File: src/rtl/rv_mc_pkg.sv
// rv_mc_pkg: opcodes, state and mux encodings, and the legal-opcode check for rv_multicycle_ctrl
package rv_mc_pkg;
   localparam logic [6:0] OP_R      = 7'b0110011;
   localparam logic [6:0] OP_IMM    = 7'b0010011;
   localparam logic [6:0] OP_LOAD   = 7'b0000011;
   localparam logic [6:0] OP_STORE  = 7'b0100011;
   localparam logic [6:0] OP_BRANCH = 7'b1100011;
   localparam logic [6:0] OP_JAL    = 7'b1101111;
   localparam logic [6:0] OP_JALR   = 7'b1100111;
   typedef enum logic [2:0] {
      S_FETCH  = 3'd0,
      S_DECODE = 3'd1,
      S_EXEC   = 3'd2,
      S_MEM    = 3'd3,
      S_WB     = 3'd4,
      S_HALT   = 3'd7
   } state_t;
   localparam logic [1:0] PC_PLUS4 = 2'd0;
   localparam logic [1:0] PC_IMM   = 2'd1;
   localparam logic [1:0] PC_RS1   = 2'd2;
   localparam logic [1:0] WB_ALU   = 2'd0;
   localparam logic [1:0] WB_MEM   = 2'd1;
   localparam logic [1:0] WB_PC4   = 2'd2;
   function automatic logic is_legal(input logic [6:0] op);
      return op inside {OP_R, OP_IMM, OP_LOAD, OP_STORE, OP_BRANCH, OP_JAL, OP_JALR};
   endfunction
endpackage

File: src/rtl/rv_mc_wait_timer.sv
// rv_mc_wait_timer: counts cycles a request is held without ready; timeout when the count reaches WAIT_LIMIT
// Ports: clk, reset (async, active-high), hold (request pending, ready low), timeout.
module rv_mc_wait_timer #(
   parameter int WAIT_LIMIT = 15
) (
   input  logic clk,
   input  logic reset,
   input  logic hold,
   output logic timeout
);
   logic [7:0] cnt;
   assign timeout = hold && cnt == 8'(WAIT_LIMIT);
   // a ready, a dropped request or the timeout itself each leave the state, so all clear the count
   always_ff @(posedge clk or posedge reset)
      if (reset) cnt <= '0;
      else       cnt <= (hold && !timeout) ? cnt + 8'd1 : '0;
endmodule

File: src/rtl/rv_multicycle_ctrl.sv
// rv_multicycle_ctrl: multi-cycle RV32 control FSM (FETCH/DECODE/EXEC/MEM/WB/HALT) with memory ready handshakes
// Ports: clk, reset (async, active-high), opcode, zero_flag, imem_ready, dmem_ready in;
//        imem_req, dmem_req, ir_write, pc_write, pc_sel, alu_src, mem_read, mem_write,
//        reg_write, mem_to_reg, halted, illegal_insn, bus_error, state out.
// Macro RV_MC_PERF_CNT_EN adds the retired and stall_cycles performance counters.
module rv_multicycle_ctrl
   import rv_mc_pkg::*;
#(
   parameter int WAIT_LIMIT = 15
`ifdef RV_MC_PERF_CNT_EN
   , parameter int CNT_WIDTH = 32
`endif
) (
   input  logic       clk,
   input  logic       reset,
   input  logic [6:0] opcode,
   input  logic       zero_flag,
   input  logic       imem_ready,
   input  logic       dmem_ready,
   output logic       imem_req,
   output logic       dmem_req,
   output logic       ir_write,
   output logic       pc_write,
   output logic [1:0] pc_sel,
   output logic       alu_src,
   output logic       mem_read,
   output logic       mem_write,
   output logic       reg_write,
   output logic [1:0] mem_to_reg,
   output logic       halted,
   output logic       illegal_insn,
   output logic       bus_error,
`ifdef RV_MC_PERF_CNT_EN
   output logic [CNT_WIDTH-1:0] retired,
   output logic [CNT_WIDTH-1:0] stall_cycles,
`endif
   output logic [2:0] state
);
   state_t     st, nx;
   logic [6:0] opq;
   logic       hold, timeout;
   assign state = st;
   // only the ready that matches the current request state counts
   assign hold = (st == S_FETCH && !imem_ready) || (st == S_MEM && !dmem_ready);
   rv_mc_wait_timer #(.WAIT_LIMIT(WAIT_LIMIT)) u_timer (
      .clk(clk), .reset(reset), .hold(hold), .timeout(timeout)
   );
   always_ff @(posedge clk or posedge reset)
      if (reset) st <= S_FETCH;
      else       st <= nx;
   always_comb begin
      nx = st;
      case (st)
         S_FETCH:  nx = timeout ? S_HALT : imem_ready ? S_DECODE : S_FETCH;
         S_DECODE: nx = is_legal(opcode) ? S_EXEC : S_HALT;
         S_EXEC:   nx = opq == OP_BRANCH ? S_FETCH : (opq == OP_LOAD || opq == OP_STORE) ? S_MEM : S_WB;
         S_MEM:    nx = timeout ? S_HALT : !dmem_ready ? S_MEM : opq == OP_LOAD ? S_WB : S_FETCH;
         S_WB:     nx = S_FETCH;
         default:  nx = S_HALT;
      endcase
   end
   always_comb begin
      imem_req   = st == S_FETCH;
      ir_write   = imem_req && imem_ready;
      dmem_req   = st == S_MEM;
      mem_read   = dmem_req && opq == OP_LOAD;
      mem_write  = dmem_req && opq == OP_STORE;
      alu_src    = st == S_EXEC && opq != OP_R && opq != OP_BRANCH;
      reg_write  = st == S_WB;
      pc_write   = reg_write || (st == S_EXEC && opq == OP_BRANCH) || (mem_write && dmem_ready);
      pc_sel     = ((st == S_EXEC && opq == OP_BRANCH && zero_flag) || (reg_write && opq == OP_JAL)) ? PC_IMM :
                   (reg_write && opq == OP_JALR) ? PC_RS1 : PC_PLUS4;
      mem_to_reg = !reg_write ? WB_ALU : opq == OP_LOAD ? WB_MEM :
                   (opq == OP_JAL || opq == OP_JALR) ? WB_PC4 : WB_ALU;
      halted     = st == S_HALT;
   end
   always_ff @(posedge clk or posedge reset)
      if (reset) begin
         opq          <= '0;
         illegal_insn <= 1'b0;
         bus_error    <= 1'b0;
      end else begin
         if (st == S_DECODE) opq <= opcode;
         if (st == S_DECODE && !is_legal(opcode)) illegal_insn <= 1'b1;
         if (timeout) bus_error <= 1'b1;
      end
`ifdef RV_MC_PERF_CNT_EN
   // hold is exactly "request high with its ready low", which is the stall definition
   always_ff @(posedge clk or posedge reset)
      if (reset) begin
         retired      <= '0;
         stall_cycles <= '0;
      end else if (st != S_HALT) begin
         retired      <= retired + CNT_WIDTH'(pc_write);
         stall_cycles <= stall_cycles + CNT_WIDTH'(hold);
      end
`endif
endmodule

File: config.mk
export PLATFORM = sky130hd
export DESIGN_NAME = rv_multicycle_ctrl
export DESIGN_NICKNAME = d
export VERILOG_FILES = /design/src/rtl/rv_mc_pkg.sv /design/src/rtl/rv_mc_wait_timer.sv /design/src/rtl/rv_multicycle_ctrl.sv
export SDC_FILE = /design/constraint.sdc
export NUM_CORES = 1
export LEC_CHECK = 0
export ABC_AREA = 1
export CELL_PAD_IN_SITES_DETAIL_PLACEMENT = 2
export CELL_PAD_IN_SITES_GLOBAL_PLACEMENT = 2
export CORE_UTILIZATION = 28
export CTS_CLUSTER_DIAMETER = 30
export DETAILED_ROUTE_END_ITERATION = 10
export PLACE_DENSITY = 0.92
export SKIP_CTS_REPAIR_TIMING = 1
export SLEW_MARGIN = 20
export SYNTH_ARGS = -nofsm -noshare
export SYNTH_HDL_FRONTEND = slang
export SYNTH_SLANG_ARGS = --single-unit
File: constraint.sdc
create_clock -name clk -period 2.5 [get_ports clk]
set_input_delay 0.375 -clock clk [delete_from_list [all_inputs] [get_ports clk]]
set_output_delay 0.375 -clock clk [all_outputs]
set_load 0.05 [all_outputs]
==> flow_metrics.tcl, run 1 <==
set metrics [dict create \
    synth-edff-count 0 \
    coreArea_mm2 0.00403 \
    seq_area_um2 500 \
    cts_sinks 20 \
    cts_tree "yes" \
    synth_cells 164 \
    outcome "finished clean" \
    avgSynthCellArea_um2 7.21 \
    final.fill_count 495 \
    gp_congestion 0.706 \
    synth_top_cell_by_area "dfrtp_1" \
    ys_types 24 \
    synth_seq_area_share_pct 42.3 \
    yosysMostFrequentCell "nand2_1" \
    vias 1176 \
    finalNonFillerCells 247 \
    ys_ff_latch 20 \
    rows 23 \
    hold-path-cell-count 2 \
    multi_input_area_um2 584 \
    diodes 0 \
    syn_area_mm2 0.00118 \
    cap_violations 0 \
    antenna_found_initial 0 \
    hold_path_end "bus_error$_DFFE_PP0P_" \
    clock_latency_ns 0.26 \
    grt_pass1_vias 1321 \
    antenna_left 0 \
    power_leakage_uw 0.000814 \
    overflow 0 \
    grt_max_degree 21 \
    max_stage_delay_ns 0.82 \
    fmax_mhz 433 \
    die_x_um 67.0 \
    relSlewSlack_pct 47.9 \
    finalSetupViolCount 0 \
    root_buffer "clkbuf_8" \
    grt_pass1_wl_mm 6.39 \
    slowest_stage "clkdlybuf4s50_1" \
    post-dp-hpwl_mm 2.96 \
    clk_path_buf_depth 2 \
    ys_top_cells_by_area "dfrtp_1 (42%), nand2_1 (15%), inv_1 (8.6%)" \
    maxSlewViolCount 0 \
    hp-class "flop to flop" \
    io_buffers 29 \
    async_flop_share_pct 100 \
    regToRegEndpoint "state[0]$_DFF_PP0_" \
    dieArea_mm2 0.00449 \
    ys.flop_type "dfrtp_1" \
    cp_num_buf_inv 2 \
    min_period_ns 2.31 \
    nNetsFinal 211 \
    critPathMaxFanout 5 \
    netlist_top_cells_count "nand2_1 (47), inv_1 (27), nor2_1 (25)" \
    start_util_pct 29.3 \
    routed_wl_mm 3.72 \
    hold_viol 0 \
    period_share_pct 92.4 \
    drt_iter0_markers 30 \
    worstMarginPinSlew_ns 0.780 \
    grt_usage_pct 19.0 \
    dp_cells 243 \
    cts_inserted_buffers 3 \
    p_per_area_mw_per_mm2 421 \
    syn_to_final_growth_pct 36.1 \
    yosysWarnings 0 \
    drive_above_1_share_pct 13.2 \
    finClkSkew_ns 0.00469 \
    r2r_slack_ns 1.02 \
    r2r_cells 8 \
    drc 0 \
    start_kind "flop" \
    drt-vias-per-instance 4.76 \
    r2r_start "opq[3]$_DFFE_PP0N_" \
    rsz0062_at_grt "false" \
    worst_setup_path_end_kind "output port" \
    syn-num-nets 177 \
    clk_pin_slew_ns 0.08 \
    path_cells "inv_1, nand2_1, nor2_4, clkdlybuf4s50_1" \
    crit_type "flop to output port" \
    wire_per_inst_um 15.1 \
    ir_worst_vdd_mv 0.179 \
    cp.required_ns 2.12 \
    die_y_um 67.0 \
    synth_top_area_share_pct 42.3 \
    critPathTopFamily "buffers and inverters" \
    dr.pass1.iters 4 \
    fin_tns_setup_ns 0 \
    critical_path_arrival_ns 1.94 \
    io_pins 30 \
    htree_num_levels 1 \
    hold_start "bus_error$_DFFE_PP0P_" \
]
-- report_power, final --
part           switching, uW  internal, uW
clock                    110           214
sequential                 0           323
combinational           13.6          17.1
total                    124           554
-- state kept, by name, summed over array words and instances, names as in the netlist --
register,flops
opq,7
illegal_insn,1
bus_error,1
u_timer.cnt,8
state,3
-- placed cells by master, fill, tap and decap left out, types with 5 or more instances in the layout --
master           count
buf_4                8
clkdlybuf4s50_1     20
dfrtp_1             20
inv_1               27
nand2_1             47
nand3_1             10
nor2_1              24
nor3_1               5
o21ai_0              7
-- metrics by stage --
step | hold WS, ns | utilization (%) | setup WS, ns | total power (uW) | instance area, um^2
final | 0.470 | 39.9 | 0.189 | 678 | 1610
after global routing | 0.493 | 39.9 | 0.0959 | 701 | 1610
after CTS | 0.480 | 39.8 | -0.0553 | 687 | 1600
after detailed placement | 0.464 | 38.0 | 0.265 | 361 | 1530
after global placement | 0.446 | 38.0 | 0.348 | 360 | 1530
after floorplan | 0.339 | - | -0.373 | 339 | 1190
-- how the worst max path moves through the flow --
stage               slack [ns]  depth (start not counted)             to               start
global route               0.1                          4      reg_write  state[1]$_DFF_PP0_
global placement          0.35                          6      mem_write  opq[3]$_DFFE_PP0N_
detailed placement        0.26                          6       mem_read  opq[3]$_DFFE_PP0N_
finish                    0.19                          4      reg_write  state[0]$_DFF_PP0_
CTS                      -0.06                          6       mem_read  opq[3]$_DFFE_PP0N_
floorplan                -0.37                          4  mem_to_reg[1]  state[2]$_DFF_PP0_
-- kinds of logic after synthesis --
group                    count (synthesis)  synth area share [%]
AO/OA/AOI/OAI                           13                  7.20
XOR/XNOR                                 2                  1.48
adder cells (fa/ha/maj)                  1                  1.06
buffers and inverters                   29                  9.31
flip-flops                              20                  42.3
AND/OR/NAND/NOR                         99                  38.6
-- tightest hold or removal path: cells and delay by family (launching register included) --
kind	cells	cell delay, ns
flops	1	0.34
simple gates	1	0.05
buf+inv	1	0.04
-- area by class of cell --
type                       instances  share of cell area, %
clock inverter                     1                   1.87
clock buffer                       3                   2.57
tap                               50                   3.89
sequential                        20                   31.1
inverter                          28                   6.53
multi-input combinational        115                   36.3
timing repair buffer              30                   17.7
-- metal layers --
layer | part of all wire, % | global-route usage [%]
met1 | 45 | 23.5
met5 | 0 | 0
met4 | 1.9 | 6.12
met2 | 50 | 34.0
met3 | 2.7 | 1.88
Note: power is estimated with default switching activity, not from simulation.
==> run 2: changes to the inputs <==
Settings changed: CORE_UTILIZATION 28 to 30, DONT_BUFFER_PORTS set to 1, GPL_TIMING_DRIVEN set to 0, PLACE_DENSITY 0.92 to 0.79.
==> flow_metrics.tcl, run 2 (synthesized netlist as in run 1, its figures left out) <==
set metrics [dict create \
    syn_to_final_growth_pct 19.4 \
    relSlewSlack_pct 40.8 \
    cts_tree "yes" \
    grt_usage_pct 17.0 \
    drt-vias-per-instance 4.95 \
    final_cell_mix "nand2_1 (43), inv_1 (24), nor2_1 (23)" \
    p_per_area_mw_per_mm2 391 \
    critPathMaxFanout 5 \
    largest_reg_flops 8 \
    hp-class "input port to asynchronous set/reset pin" \
    io_pins 30 \
    wire_per_inst_um 15.0 \
    grt_pass1_vias 1159 \
    min_period_ns 2.58 \
    grt_max_degree 21 \
    diodes 0 \
    fmax_mhz 388 \
    hold_viol 0 \
    final_common_cell "nand2_1" \
    finalSetupViolCount 3 \
    routed_wl_mm 3.29 \
    cp.required_ns 2.12 \
    largest-register "u_timer.cnt" \
    nNetsFinal 186 \
    period_share_pct 103 \
    slowest_stage "a41oi_2" \
    antenna_found_initial 0 \
    violations "negative setup slack" \
    start_kind "flop" \
    root_buffer "clkbuf_8" \
    drt_iter0_markers 29 \
    ir_worst_vdd_mv 0.270 \
    antenna_left 0 \
    start_util_pct 31.8 \
    cts_inserted_buffers 3 \
    drc 0 \
    grt_pass1_wl_mm 5.44 \
    cap_violations 0 \
    rsz0062_at_grt "true" \
    fin_ws_ns -0.0788 \
    worstMarginPinSlew_ns 0.885 \
    die_x_um 64.8 \
    post-dp-hpwl_mm 2.54 \
    crit_type "flop to output port" \
    p_total_uw 552 \
    dr.pass1.iters 2 \
    worst_setup_path_end_kind "output port" \
    overflow 0 \
    max_stage_delay_ns 0.61 \
    clk_path_buf_depth 2 \
    outcome "complete, but fails checks" \
    fin_util_pct 38.0 \
    htree_num_levels 1 \
    clk_pin_slew_ns 0.07 \
    clock_latency_ns 0.26 \
    gp_congestion 0.734 \
    finClkSkew_ns 0.00172 \
    cts_sinks 20 \
    path_cells "inv_2, buf_4, nor3_1, nand2_1, a41oi_2" \
    rows 22 \
    post-place-ws_ns -0.286 \
    die_y_um 64.8 \
    power_leakage_uw 0.000671 \
    drive_above_1_share_pct 22.2 \
    critical_path_arrival_ns 2.20 \
    maxSlewViolCount 0 \
    io_buffers 0 \
    dieArea_mm2 0.00420 \
    vias 1085 \
    coreArea_mm2 0.00372 \
]
run 2: worst paths after layout:
kind	from	to	slack, ns	cells past startpoint
setup reg to reg	state[1]$_DFF_PP0_	state[2]$_DFF_PP0_	0.70	8
setup / recovery	state[1]$_DFF_PP0_	alu_src	-0.08	5
min in group clk	opcode[0]	opq[0]$_DFFE_PP0N_	0.24	2
max in group asynchronous	reset	state[2]$_DFF_PP0_	1.78	1
hold reg to reg	u_timer.cnt[0]$_DFF_PP0_	u_timer.cnt[0]$_DFF_PP0_	0.47	1
hold / removal	reset	opq[1]$_DFFE_PP0N_	0.14	1
run 2: power by group:
group	leakage [uW]	internal, uW	switching, uW	total, uW
logic	0.000433	2.29	9.57	11.9
clock network	0.0000216	108	109	217
registers	0.000216	323	0	323
run 2: cell type report:
| class | count | area (um^2) |
|---|---|---|
| Fill cell | 439 | 2300 |
| Multi-Input combinational cell | 115 | 663 |
| Sequential cell | 20 | 507 |
| Inverter | 28 | 105 |
| Tap cell | 48 | 60.1 |
| Clock buffer | 3 | 41.3 |
| Timing Repair Buffer | 4 | 30.0 |
| Buffer | 1 | 5.00 |
run 2: worst max-delay path, delay by kind of cell (launching register included):
kind	cells	cell delay, ns
compound gates	1	0.61
flops	1	0.58
simple gates	2	0.49
buf+inv	2	0.26
run 2: through the flow:
stage	setup TNS (ns)	cells	instance area (um^2)	hold WS (ns)
4_1_cts	-2.28	215	1320	0.174
6_report	-0.119	219	1410	0.141
2_1_floorplan	-0.813	164	1190	0.339
5_1_grt	-0.455	219	1410	0.202
3_3_place_gp	-1.32	212	1250	0.449
3_5_place_dp	-0.722	212	1280	0.465
run 2: metal layers:
layer | vias to the layer above | global-route usage (%) | wire length (um)
met5 | - | 0 | 0
met4 | 0 | 6.67 | 51
met3 | 5 | 2.46 | 96
met2 | 20 | 32.0 | 1790
met1 | 541 | 18.8 | 1350
li1 | 519 | - | -
==> run 3: changes to the inputs <==
--- a/config.mk
+++ b/config.mk
@@ -10,5 +10,4 @@
 export CELL_PAD_IN_SITES_GLOBAL_PLACEMENT = 2
 export CORE_UTILIZATION = 30
-export CTS_CLUSTER_DIAMETER = 30
 export DETAILED_ROUTE_END_ITERATION = 10
 export DONT_BUFFER_PORTS = 1
==> constraint.sdc (replaced) <==
create_clock -name clk -period 2.5 [get_ports clk]
set_input_delay 0.5 -clock clk [delete_from_list [all_inputs] [get_ports clk]]
set_output_delay 0.5 -clock clk [all_outputs]
set_load 0.05 [all_outputs]
==> flow_metrics.tcl, run 3 (synthesized netlist as in run 1, its figures left out) <==
set metrics [dict create \
    final_cell_mix "nand2_1 (43), inv_1 (24), nor2_1 (23)" \
    cts_sinks 20 \
    largest-register "u_timer.cnt" \
    fmax_mhz 373 \
    fin_tns_setup_ns -0.804 \
    syn_to_final_growth_pct 22.4 \
    power_leakage_uw 0.000683 \
    drt-vias-per-instance 4.90 \
    largest_reg_flops 8 \
    cap_violations 0 \
    drc 0 \
    io_buffers 0 \
    grt_pass1_vias 1204 \
    antenna_found_initial 0 \
    critical_path_arrival_ns 2.18 \
    post-dp-hpwl_mm 2.38 \
    start_kind "flop" \
    outcome "complete, but fails checks" \
    rows 22 \
    finClkSkew_ns 0.00175 \
    violations "negative setup slack" \
    critPathMaxFanout 5 \
    vias 1079 \
    wire_per_inst_um 16.0 \
    gp_congestion 0.748 \
    hp-class "input port to asynchronous set/reset pin" \
    cts_inserted_buffers 3 \
    drive_above_1_share_pct 22.7 \
    htree_num_levels 1 \
    clk_pin_slew_ns 0.08 \
    finalNonFillerCells 220 \
    start_util_pct 31.8 \
    dr.pass1.iters 4 \
    finalSetupViolCount 6 \
    io_pins 30 \
    coreArea_mm2 0.00372 \
    ir_worst_vdd_mv 0.171 \
    dp_cells 212 \
    clock_latency_ns 0.26 \
    worstMarginPinSlew_ns 0.879 \
    die_x_um 64.8 \
    relSlewSlack_pct 41.2 \
    worst_setup_path_end_kind "output port" \
    overflow 0 \
    fin_ws_ns -0.184 \
    rsz0062_at_grt "true" \
    drt_iter0_markers 27 \
    post-place-ws_ns -0.292 \
    cp.required_ns 2.00 \
    dieArea_mm2 0.00420 \
    grt_max_degree 21 \
    fin_util_pct 39.0 \
    clk_path_buf_depth 2 \
    routed_wl_mm 3.52 \
    root_buffer "clkbuf_8" \
    diodes 0 \
    maxSlewViolCount 0 \
    period_share_pct 107 \
    grt_pass1_wl_mm 5.22 \
    final_common_cell "nand2_1" \
    antenna_left 0 \
    die_y_um 64.8 \
    cts_tree "yes" \
    p_per_area_mw_per_mm2 406 \
    grt_usage_pct 16.2 \
    hold_viol 0 \
    nNetsFinal 186 \
    crit_type "flop to output port" \
    min_period_ns 2.68 \
]
[run 3: final cells by class]
type / instances / area (um^2)
timing repair buffer: 4 / 42.5
fill: 457 / 2270
inverter: 28 / 108
tap: 48 / 60.1
clock buffer: 4 / 55.1
multi-input combinational: 115 / 668
buffer: 1 / 5.00
sequential: 20 / 509
[run 3: worst max-delay path, cell delays in order, from the launching register on]
cell     delay (ns)
dfrtp_4        0.59
inv_4          0.11
nand2_4        0.07
nor2_4         0.37
nand3_4        0.18
buf_12         0.17
nor3_4         0.43
[run 3: metrics by stage]
| step | total power (uW) | cell area, um^2 | hold WS (ns) |
|---|---|---|---|
| CTS | 595 | 1340 | 0.301 |
| global placement | 341 | 1280 | 0.449 |
| floorplan | 339 | 1220 | 0.433 |
| finish | 588 | 1450 | 0.255 |
| detailed placement | 342 | 1290 | 0.461 |
| global route | 609 | 1450 | 0.327 |
[run 3: metal layers]
metal	share of wire (%)	global-route usage [%]
met4	2.9	5.83
met5	0	0
met2	55	31.0
met3	3.3	2.46
met1	39	17.6
[run 3: final timing paths]
kind | endpoint | depth (start not counted) | slack (ns) | startpoint
setup / recovery | mem_to_reg[1] | 6 | -0.18 | state[1]$_DFF_PP0_
hold / removal | u_timer.cnt[3]$_DFF_PP0_ | 1 | 0.26 | reset
setup reg to reg | state[2]$_DFF_PP0_ | 8 | 0.71 | state[0]$_DFF_PP0_
hold reg to reg | u_timer.cnt[0]$_DFF_PP0_ | 1 | 0.47 | u_timer.cnt[0]$_DFF_PP0_
max in group asynchronous | state[1]$_DFF_PP0_ | 1 | 1.69 | reset
min in group clk | opq[1]$_DFFE_PP0N_ | 2 | 0.36 | opcode[1]
[run 3: power breakdown]
part,total (uW),internal (uW),switching [uW]
Combinational,11.4,2.29,9.10
Clock,254,140,113
Sequential,323,323,0
